<file path="config.mk">
export PLATFORM = sky130hd
export DESIGN_NAME = calc_seq_controller_flat
export DESIGN_NICKNAME = d
export VERILOG_FILES = /design/src/rtl/calc_seq_controller_if.sv /design/src/rtl/calc_seq_controller.sv /design/src/flat_wrapper.sv
export SDC_FILE = /design/constraint.sdc
export NUM_CORES = 1
export LEC_CHECK = 0
export CORE_ASPECT_RATIO = 0.9
export CORE_UTILIZATION = 30
export DETAILED_ROUTE_END_ITERATION = 10
export GPL_ROUTABILITY_DRIVEN = 1
export SYNTH_ARGS = -nofsm -noshare
export SYNTH_HDL_FRONTEND = slang
export SYNTH_SLANG_ARGS = --single-unit
</file>
<file path="constraint.sdc">
create_clock -name clk -period 6 [get_ports clk]
set_input_delay 1.8 -clock clk [delete_from_list [all_inputs] [get_ports clk]]
set_output_delay 1.8 -clock clk [all_outputs]
set_load 0.02 [all_outputs]
</file>
<file path="src/rtl/calc_seq_controller_if.sv">
// Operand/result stream bundle for calc_seq_controller: frame control, operand byte
// stream in, result stream out. The controller uses the slave modport.
interface calc_seq_controller_if;
    logic       start;
    logic [7:0] len;
    logic       in_valid;
    logic [7:0] in_data;
    logic       in_ready;
    logic       out_valid;
    logic [7:0] out_data;
    logic       out_last;
    logic       out_ready;
    logic       busy;
    logic       done;

    modport master (
        output start, len, in_valid, in_data, out_ready,
        input  in_ready, out_valid, out_data, out_last, busy, done
    );

    modport slave (
        input  start, len, in_valid, in_data, out_ready,
        output in_ready, out_valid, out_data, out_last, busy, done
    );
endinterface

</file>
<file path="src/rtl/calc_seq_controller.sv">
// Frame sequencer: reads len (a,b) operand pairs, evaluates the even/odd function,
// queues results in an output FIFO. Optional trailing checksum word: CALC_CHECKSUM_EN.
module calc_seq_controller #(
    parameter int FIFO_DEPTH = 4
) (
    input logic                  clk,
    input logic                  rst_n,
    calc_seq_controller_if.slave bus
);
    localparam int AW = $clog2(FIFO_DEPTH);

    typedef enum logic [2:0] {IDLE, GET_A, GET_B, CALC, FIN, DRAIN} state_t;

    function automatic logic [7:0] calc_fn(input logic [7:0] a, input logic [7:0] b);
        logic [7:0] s;
        s = {b[6:0], 1'b0} + a;
        return a[0] ? (s - 8'd1) : (s + 8'd3);
    endfunction

    state_t     state_q, state_d;
    logic [7:0] cnt_q, cnt_d;
    logic [7:0] a_q, a_d;
    logic [7:0] b_q, b_d;
    logic       done_q, done_d;
`ifdef CALC_CHECKSUM_EN
    logic [7:0] csum_q, csum_d;
`endif

    logic [8:0]  mem_q [FIFO_DEPTH];
    logic [AW-1:0] wr_ptr_q, rd_ptr_q;
    logic [AW:0]   count_q, count_d;

    logic       push, pop, full;
    logic [8:0] push_word;
    logic [7:0] result;

    assign result = calc_fn(a_q, b_q);
    assign pop    = (count_q != '0) && bus.out_ready;
    assign full   = (count_q == (AW+1)'(FIFO_DEPTH));

    always_comb begin
        state_d   = state_q;
        cnt_d     = cnt_q;
        a_d       = a_q;
        b_d       = b_q;
        done_d    = 1'b0;
        push      = 1'b0;
        push_word = '0;
`ifdef CALC_CHECKSUM_EN
        csum_d    = csum_q;
`endif
        case (state_q)
            IDLE: begin
                if (bus.start) begin
                    cnt_d   = bus.len;
`ifdef CALC_CHECKSUM_EN
                    csum_d  = '0;
`endif
                    state_d = (bus.len != 8'd0) ? GET_A : FIN;
                end
            end
            GET_A: begin
                if (bus.in_valid) begin
                    a_d     = bus.in_data;
                    state_d = GET_B;
                end
            end
            GET_B: begin
                if (bus.in_valid) begin
                    b_d     = bus.in_data;
                    state_d = CALC;
                end
            end
            CALC: begin
                // A pop in this cycle frees a slot even when the FIFO is full
                if (!full || pop) begin
                    push    = 1'b1;
                    cnt_d   = cnt_q - 8'd1;
`ifdef CALC_CHECKSUM_EN
                    push_word = {1'b0, result};
                    csum_d    = csum_q + result;
`else
                    push_word = {(cnt_q == 8'd1), result};
`endif
                    state_d = (cnt_q == 8'd1) ? FIN : GET_A;
                end
            end
            FIN: begin
`ifdef CALC_CHECKSUM_EN
                if (!full || pop) begin
                    push      = 1'b1;
                    push_word = {1'b1, csum_q};
                    state_d   = DRAIN;
                end
`else
                state_d = DRAIN;
`endif
            end
            DRAIN: begin
                // Finish as soon as the FIFO will be empty after this cycle
                if ((count_q == '0) || ((count_q == (AW+1)'(1)) && pop)) begin
                    done_d  = 1'b1;
                    state_d = IDLE;
                end
            end
            default: state_d = IDLE;
        endcase
    end

    always_comb begin
        count_d = count_q;
        case ({push, pop})
            2'b10:   count_d = count_q + (AW+1)'(1);
            2'b01:   count_d = count_q - (AW+1)'(1);
            default: count_d = count_q;
        endcase
    end

    always_ff @(posedge clk or negedge rst_n) begin
        if (!rst_n) begin
            state_q <= IDLE;
            cnt_q   <= '0;
            a_q     <= '0;
            b_q     <= '0;
            done_q  <= 1'b0;
`ifdef CALC_CHECKSUM_EN
            csum_q  <= '0;
`endif
        end else begin
            state_q <= state_d;
            cnt_q   <= cnt_d;
            a_q     <= a_d;
            b_q     <= b_d;
            done_q  <= done_d;
`ifdef CALC_CHECKSUM_EN
            csum_q  <= csum_d;
`endif
        end
    end

    always_ff @(posedge clk or negedge rst_n) begin
        if (!rst_n) begin
            for (int i = 0; i < FIFO_DEPTH; i++) mem_q[i] <= '0;
            wr_ptr_q <= '0;
            rd_ptr_q <= '0;
            count_q  <= '0;
        end else begin
            if (push) begin
                mem_q[wr_ptr_q] <= push_word;
                wr_ptr_q        <= wr_ptr_q + AW'(1);
            end
            if (pop) rd_ptr_q <= rd_ptr_q + AW'(1);
            count_q <= count_d;
        end
    end

    assign bus.in_ready  = (state_q == GET_A) || (state_q == GET_B);
    assign bus.busy      = (state_q != IDLE);
    assign bus.done      = done_q;
    assign bus.out_valid = (count_q != '0);
    assign {bus.out_last, bus.out_data} = mem_q[rd_ptr_q];
endmodule

</file>
<file path="src/flat_wrapper.sv">
// flat-port wrapper written by rule: the top's interface ports become plain ports
module calc_seq_controller_flat 
#(
    parameter int FIFO_DEPTH = 4
)
  (clk, rst_n, bus_start, bus_len, bus_in_valid, bus_in_data, bus_out_ready, bus_in_ready, bus_out_valid, bus_out_data, bus_out_last, bus_busy, bus_done);
  calc_seq_controller_if bus_i ();
  input logic clk;
  input logic rst_n;
  input wire logic [$bits(bus_i.start)-1:0] bus_start;
  input wire logic [$bits(bus_i.len)-1:0] bus_len;
  input wire logic [$bits(bus_i.in_valid)-1:0] bus_in_valid;
  input wire logic [$bits(bus_i.in_data)-1:0] bus_in_data;
  input wire logic [$bits(bus_i.out_ready)-1:0] bus_out_ready;
  output wire logic [$bits(bus_i.in_ready)-1:0] bus_in_ready;
  output wire logic [$bits(bus_i.out_valid)-1:0] bus_out_valid;
  output wire logic [$bits(bus_i.out_data)-1:0] bus_out_data;
  output wire logic [$bits(bus_i.out_last)-1:0] bus_out_last;
  output wire logic [$bits(bus_i.busy)-1:0] bus_busy;
  output wire logic [$bits(bus_i.done)-1:0] bus_done;
  assign bus_i.start = bus_start;
  assign bus_i.len = bus_len;
  assign bus_i.in_valid = bus_in_valid;
  assign bus_i.in_data = bus_in_data;
  assign bus_i.out_ready = bus_out_ready;
  assign bus_in_ready = bus_i.in_ready;
  assign bus_out_valid = bus_i.out_valid;
  assign bus_out_data = bus_i.out_data;
  assign bus_out_last = bus_i.out_last;
  assign bus_busy = bus_i.busy;
  assign bus_done = bus_i.done;
  calc_seq_controller #(.FIFO_DEPTH(FIFO_DEPTH)) u_core (.clk(clk), .rst_n(rst_n), .bus(bus_i));
endmodule
</file>
==> flow_metrics.tcl, run 1 <==
set metrics [dict create \
    drt-vias-per-instance 4.83 \
    yosysTopAreaCellShare_pct 46.0 \
    mappedNetlistNets 387 \
    hold_buffers 0 \
    final_util_pct 37.4 \
    slew_viol_final 0 \
    postSynthAreaPerCell_um2 11.1 \
    relSlewSlack_pct 48.1 \
    min_path_type "flip-flop to flip-flop" \
    end_kind "output pin" \
    postCtsSetupBuffers 0 \
    fin_ws_ns 1.92 \
    mostFrequentLayoutCells "dfrtp_1 (70), nand2_1 (39), o21ai_0 (33), clkdlybuf4s50_1 (32), mux2_2 (30)" \
    die-width_um 121 \
    first_pass_iters 4 \
    clk_pin_slew_worst_paths_ns 0.06 \
    grt_pass1_wl_mm 13.0 \
    ys_types 45 \
    fin_crit_ns 4.08 \
    post_drt_wl_per_cell_um 14.1 \
    detailroute.via_count 2583 \
    place_ws_ns 2.12 \
    gp_congestion 0.800 \
    cp_max_fo 11 \
    yosysWarningCount 0 \
    async_flop_share_pct 100 \
    cpPeakStageDelay_ns 0.76 \
    drtAntennaViolNets 0 \
    path_cells "mux4_2, clkdlybuf4s50_1" \
    worstPathRequired_ns 4.20 \
    post-route-period-util_pct 67.9 \
    place.port_buffers 33 \
    synth_edf_count 0 \
    num_antenna_cells 0 \
    final_common_cell "dfrtp_1" \
    path_class "flip-flop to output pin" \
    worstMarginPinSlew_ns 0.777 \
    drv_cap 0 \
    clk_latency_ns 0.34 \
    cts_sinks 70 \
    cts_buffers 9 \
    core_area_um2 12200 \
    rows 38 \
    drcViolationCount 0 \
    synth_area_leaders "dfrtp_1 (46%), mux2_2 (8.9%), ha_1 (7.6%), mux4_2 (5.3%), o21ai_0 (4.3%)" \
    grt_usage_pct 13.1 \
    gr-total-overflow 0 \
    crit_slowest_cell "dfrtp_1" \
    status "complete, no violations" \
    first_iter_violations 90 \
    grt_max_degree 40 \
    yosysSeqAreaShare_pct 46.0 \
    syn_area_um2 3810 \
    crit_arrival_ns 2.28 \
    dieArea_um2 13100 \
    setup_viol 0 \
    synthCells 342 \
    cp-start-kind "flip-flop" \
    tns_ns 0 \
    cts_tree "done" \
    cts_resized 0 \
    cts_max_path_buffers 2 \
    fin_skew_ns 0.00342 \
    ios 34 \
    synth_seq_cells 70 \
    initial_core_util_pct 31.1 \
    antenna_found_initial 0 \
    cts-root-buf "clkbuf_16" \
    first_global_vias 2609 \
    grt_setup_unrepaired "false" \
    finalHoldViolations 0 \
    die_y_um 109 \
    fin_area_um2 4570 \
    drive_gt1_share_pct 16.8 \
    htreeDepth 3 \
    synth_flop_cell "dfrtp_1" \
    areaGrowthSynthToFinish_pct 20.0 \
    hpwl_mm 5.42 \
    routed_wl_mm 7.54 \
    fmax_ghz 0.245 \
    layout.nets 417 \
    yosys.area.top_type "dfrtp_1" \
    dpl_cell_area_um2 4260 \
]
-- cells by family after synthesis --
| group | Yosys count | share of synthesized area (%) |
|---|---|---|
| mux | 41 | 14.9 |
| buf+inv | 26 | 3.25 |
| flops | 70 | 46.0 |
| compound gates | 77 | 12.7 |
| fa+ha+maj | 24 | 8.09 |
| xor+xnor | 15 | 3.81 |
| simple gates | 89 | 11.3 |
-- flip-flops by register name (all words and copies together) (netlist names) --
signal and cells:
u_core.cnt_q 8, u_core.mem_q 36, u_core.b_q 7, u_core.state_q 3, u_core.count_q 3, u_core.bus.done 1
u_core.rd_ptr_q 2, u_core.wr_ptr_q 2, u_core.a_q 8
-- layer usage --
layer / up-vias / GRT usage, % / wire length, µm
li1: 1282 / - / -
met1: 1253 / 16.9 / 3600
met2: 42 / 20.1 / 3450
met3: 6 / 4.97 / 391
met4: 0 / 4.41 / 91
met5: - / 0 / 0
-- path summary, 6_finish.rpt --
path                               startpoint                end  slack, ns  cells past startpoint
max                        u_core.rd_ptr_q[0]    bus_out_data[6]       1.92                      2
min                           u_core.mem_q[6]    u_core.mem_q[6]       0.48                      2
max reg2reg                 u_core.state_q[2]  u_core.count_q[2]       3.16                      6
min reg2reg                   u_core.mem_q[6]    u_core.mem_q[6]       0.48                      2
max in group asynchronous               rst_n    u_core.cnt_q[6]       3.50                      2
min in group asynchronous               rst_n   u_core.mem_q[31]       1.52                      1
-- cell usage after synthesis (2+ instances only) --
cell / number
a21boi_0: 2
a21o_1: 2
a21oi_1: 14
a22oi_1: 2
and3b_1: 3
buf_2: 9
buf_4: 2
clkbuf_1: 3
dfrtp_1: 70
ha_1: 23
inv_1: 11
mux2_2: 30
mux4_2: 9
nand2_1: 39
nand2b_1: 2
nand3_1: 3
nand3b_1: 2
nor2_1: 19
nor2b_1: 3
nor3_1: 4
nor3_2: 3
nor4_1: 5
o211ai_1: 4
o21a_1: 4
o21ai_0: 33
o21bai_1: 3
o22a_1: 2
o31ai_1: 6
or3_1: 2
xnor2_1: 9
xor2_1: 5
-- critical path: cells and delay by family, from the launching register on --
family                 cells  cell delay [ns]
buffers and inverters      1             0.56
flip-flops                 1             0.76
multiplexers               1             0.62
-- area by class of cell --
type	instances	area (µm²)
sequential	70	1750
clock inverter	4	72.6
fill	1198	7650
clock buffer	10	239
timing repair buffer	34	333
multi-input combinational	246	1930
inverter	11	41.3
tap	160	200
-- per-stage QoR --
| stage | hold WS, ns | std cells |
|---|---|---|
| 2_1_floorplan | 0.443 | 342 |
| 4_1_cts | 0.481 | 535 |
| 3_5_place_dp | 0.469 | 521 |
| 6_report | 0.476 | 535 |
| 5_1_grt | 0.504 | 535 |
| 3_3_place_gp | 0.458 | 521 |
Power of run 1 is not shown: default switching activity piles up to over one toggle a cycle in this logic, so the estimate is an artifact.
==> run 2: changes to the inputs <==
Clock period 6 ns to 3.9 ns, I/O delays scaled along.
==> run 2 against run 1 <==
First-iteration DRC count is 33% higher. Die area unchanged. Critical path depth stayed put. Global-route usage down 0.33 points. Wire length barely moved.
==> flow_metrics.tcl, run 2 (synthesized netlist as in run 1, its figures left out) <==
set metrics [dict create \
    min_path_cells 2 \
    min_path_type "flip-flop to flip-flop" \
    worstMarginPinSlew_ns 0.662 \
    cts_sinks 70 \
    hold_buffers 0 \
    grt_pass1_wl_mm 13.0 \
    drcViolationCount 0 \
    htreeDepth 3 \
    gp_congestion 0.805 \
    post-route-period-util_pct 88.3 \
    initial_core_util_pct 31.1 \
    r2r_cells 10 \
    area.sequential_um2 1750 \
    drtAntennaViolNets 0 \
    place.port_buffers 33 \
    finalHoldViolations 0 \
    r2r_slack_ns 1.05 \
    die_y_um 109 \
    cts_max_path_buffers 2 \
    worstPathRequired_ns 2.73 \
    postCtsSetupBuffers 0 \
    nFillCells 1202 \
    hp-start "u_core.mem_q[15]" \
    first_pass_iters 4 \
    routed_wl_mm 7.54 \
    core_area_um2 12200 \
    areaGrowthSynthToFinish_pct 20.4 \
    ios 34 \
    tns_ns 0 \
    cts_resized 0 \
    clk_latency_ns 0.33 \
    fin_skew_ns 0.00590 \
    num_antenna_cells 0 \
    post_drt_wl_per_cell_um 14.0 \
    clk_pin_slew_worst_paths_ns 0.05 \
    grt_setup_unrepaired "false" \
    cts_tree "done" \
    setup_viol 0 \
    largest-register "u_core.mem_q" \
    crit_arrival_ns 2.27 \
    first_iter_violations 120 \
    rr_startpoint "u_core.b_q[0]" \
    path_class "flip-flop to output pin" \
    largest_reg_flops 36 \
    final_common_cell "dfrtp_1" \
    relSlewSlack_pct 55.8 \
    grt_max_degree 71 \
    first_global_vias 2654 \
    cp_max_fo 11 \
    drv_cap 0 \
    die-width_um 121 \
    gr-total-overflow 0 \
    fin_ws_ns 0.457 \
    place_ws_ns 0.633 \
    min_to "u_core.mem_q[15]" \
    status "complete, no violations" \
    antenna_found_initial 0 \
    final_util_pct 37.5 \
    detailroute.via_count 2613 \
    hpwl_mm 5.41 \
    mostFrequentLayoutCells "dfrtp_1 (70), nand2_1 (39), o21ai_0 (33), clkdlybuf4s50_1 (32), mux2_2 (30)" \
    cp-start-kind "flip-flop" \
    layout.nets 418 \
    top_regs "u_core.mem_q x36, u_core.a_q x8, u_core.cnt_q x8" \
    drive_gt1_share_pct 16.7 \
    cts_buffers 9 \
    multi_input_area_um2 1930 \
    end_kind "output pin" \
    rows 38 \
    grt_usage_pct 12.7 \
    drt-vias-per-instance 4.87 \
    dieArea_um2 13100 \
    cts-root-buf "clkbuf_16" \
    r2r_end "u_core.mem_q[34]" \
    fin_crit_ns 3.44 \
    slew_viol_final 0 \
    fmax_ghz 0.290 \
]
-- run 2: changes by cell type in the layout (fill, tap and decap cells not counted), sizes merged --
cell    delta
clkbuf     +1
buf        +1
-- run 2: critical path, cell delays in order (launching register included) --
cell             delay, ns
dfrtp_1               0.76
mux4_2                0.62
clkdlybuf4s50_1       0.56
-- run 2: per-stage QoR --
| stage | cell area [µm²] | hold slack [ns] | instances |
|---|---|---|---|
| after global placement | 4280 | 0.456 | 522 |
| final | 4580 | 0.477 | 537 |
| after floorplan | 3810 | 0.443 | 342 |
| after detailed placement | 4280 | 0.467 | 522 |
| after global routing | 4580 | 0.500 | 537 |
| after CTS | 4580 | 0.479 | 537 |
-- run 2: cell type report --
cell class / instances / area share, %
Clock buffer: 11 / 5.08
Clock inverter: 4 / 1.58
Sequential cell: 70 / 38.2
Tap cell: 160 / 4.37
Multi-Input combinational cell: 246 / 42.1
Timing Repair Buffer: 35 / 7.70
Inverter: 11 / 0.901
-- run 2: how the worst max path moves through the flow --
stage                                  start           endpoint  depth (start not counted)
after floorplan                u_core.b_q[0]   u_core.mem_q[16]                         10
after global placement         bus_out_ready  u_core.count_q[2]                          7
after detailed placement       bus_out_ready    u_core.mem_q[5]                          5
after CTS                 u_core.rd_ptr_q[0]    bus_out_data[6]                          2
after global routing      u_core.rd_ptr_q[0]    bus_out_data[6]                          2
final                     u_core.rd_ptr_q[0]       bus_out_last                          2
-- run 2: routing by layer --
| metal | GRT usage (%) | vias up | share of wire (%) |
|---|---|---|---|
| li1 | - | 1282 | - |
| met1 | 16.6 | 1268 | 48 |
| met2 | 20.1 | 51 | 46 |
| met3 | 3.87 | 12 | 4.1 |
| met4 | 4.50 | 0 | 1.5 |
| met5 | 0 | - | 0 |
Power of run 2 is left out for the same reason.
==> run 3: changes to the inputs <==
Settings changed: SKIP_LAST_GASP set to 1.
==> results of run 3 <==
No change in the layout: final DEF, timing and power equal those of run 2.
Power of run 3 is left out for the same reason.
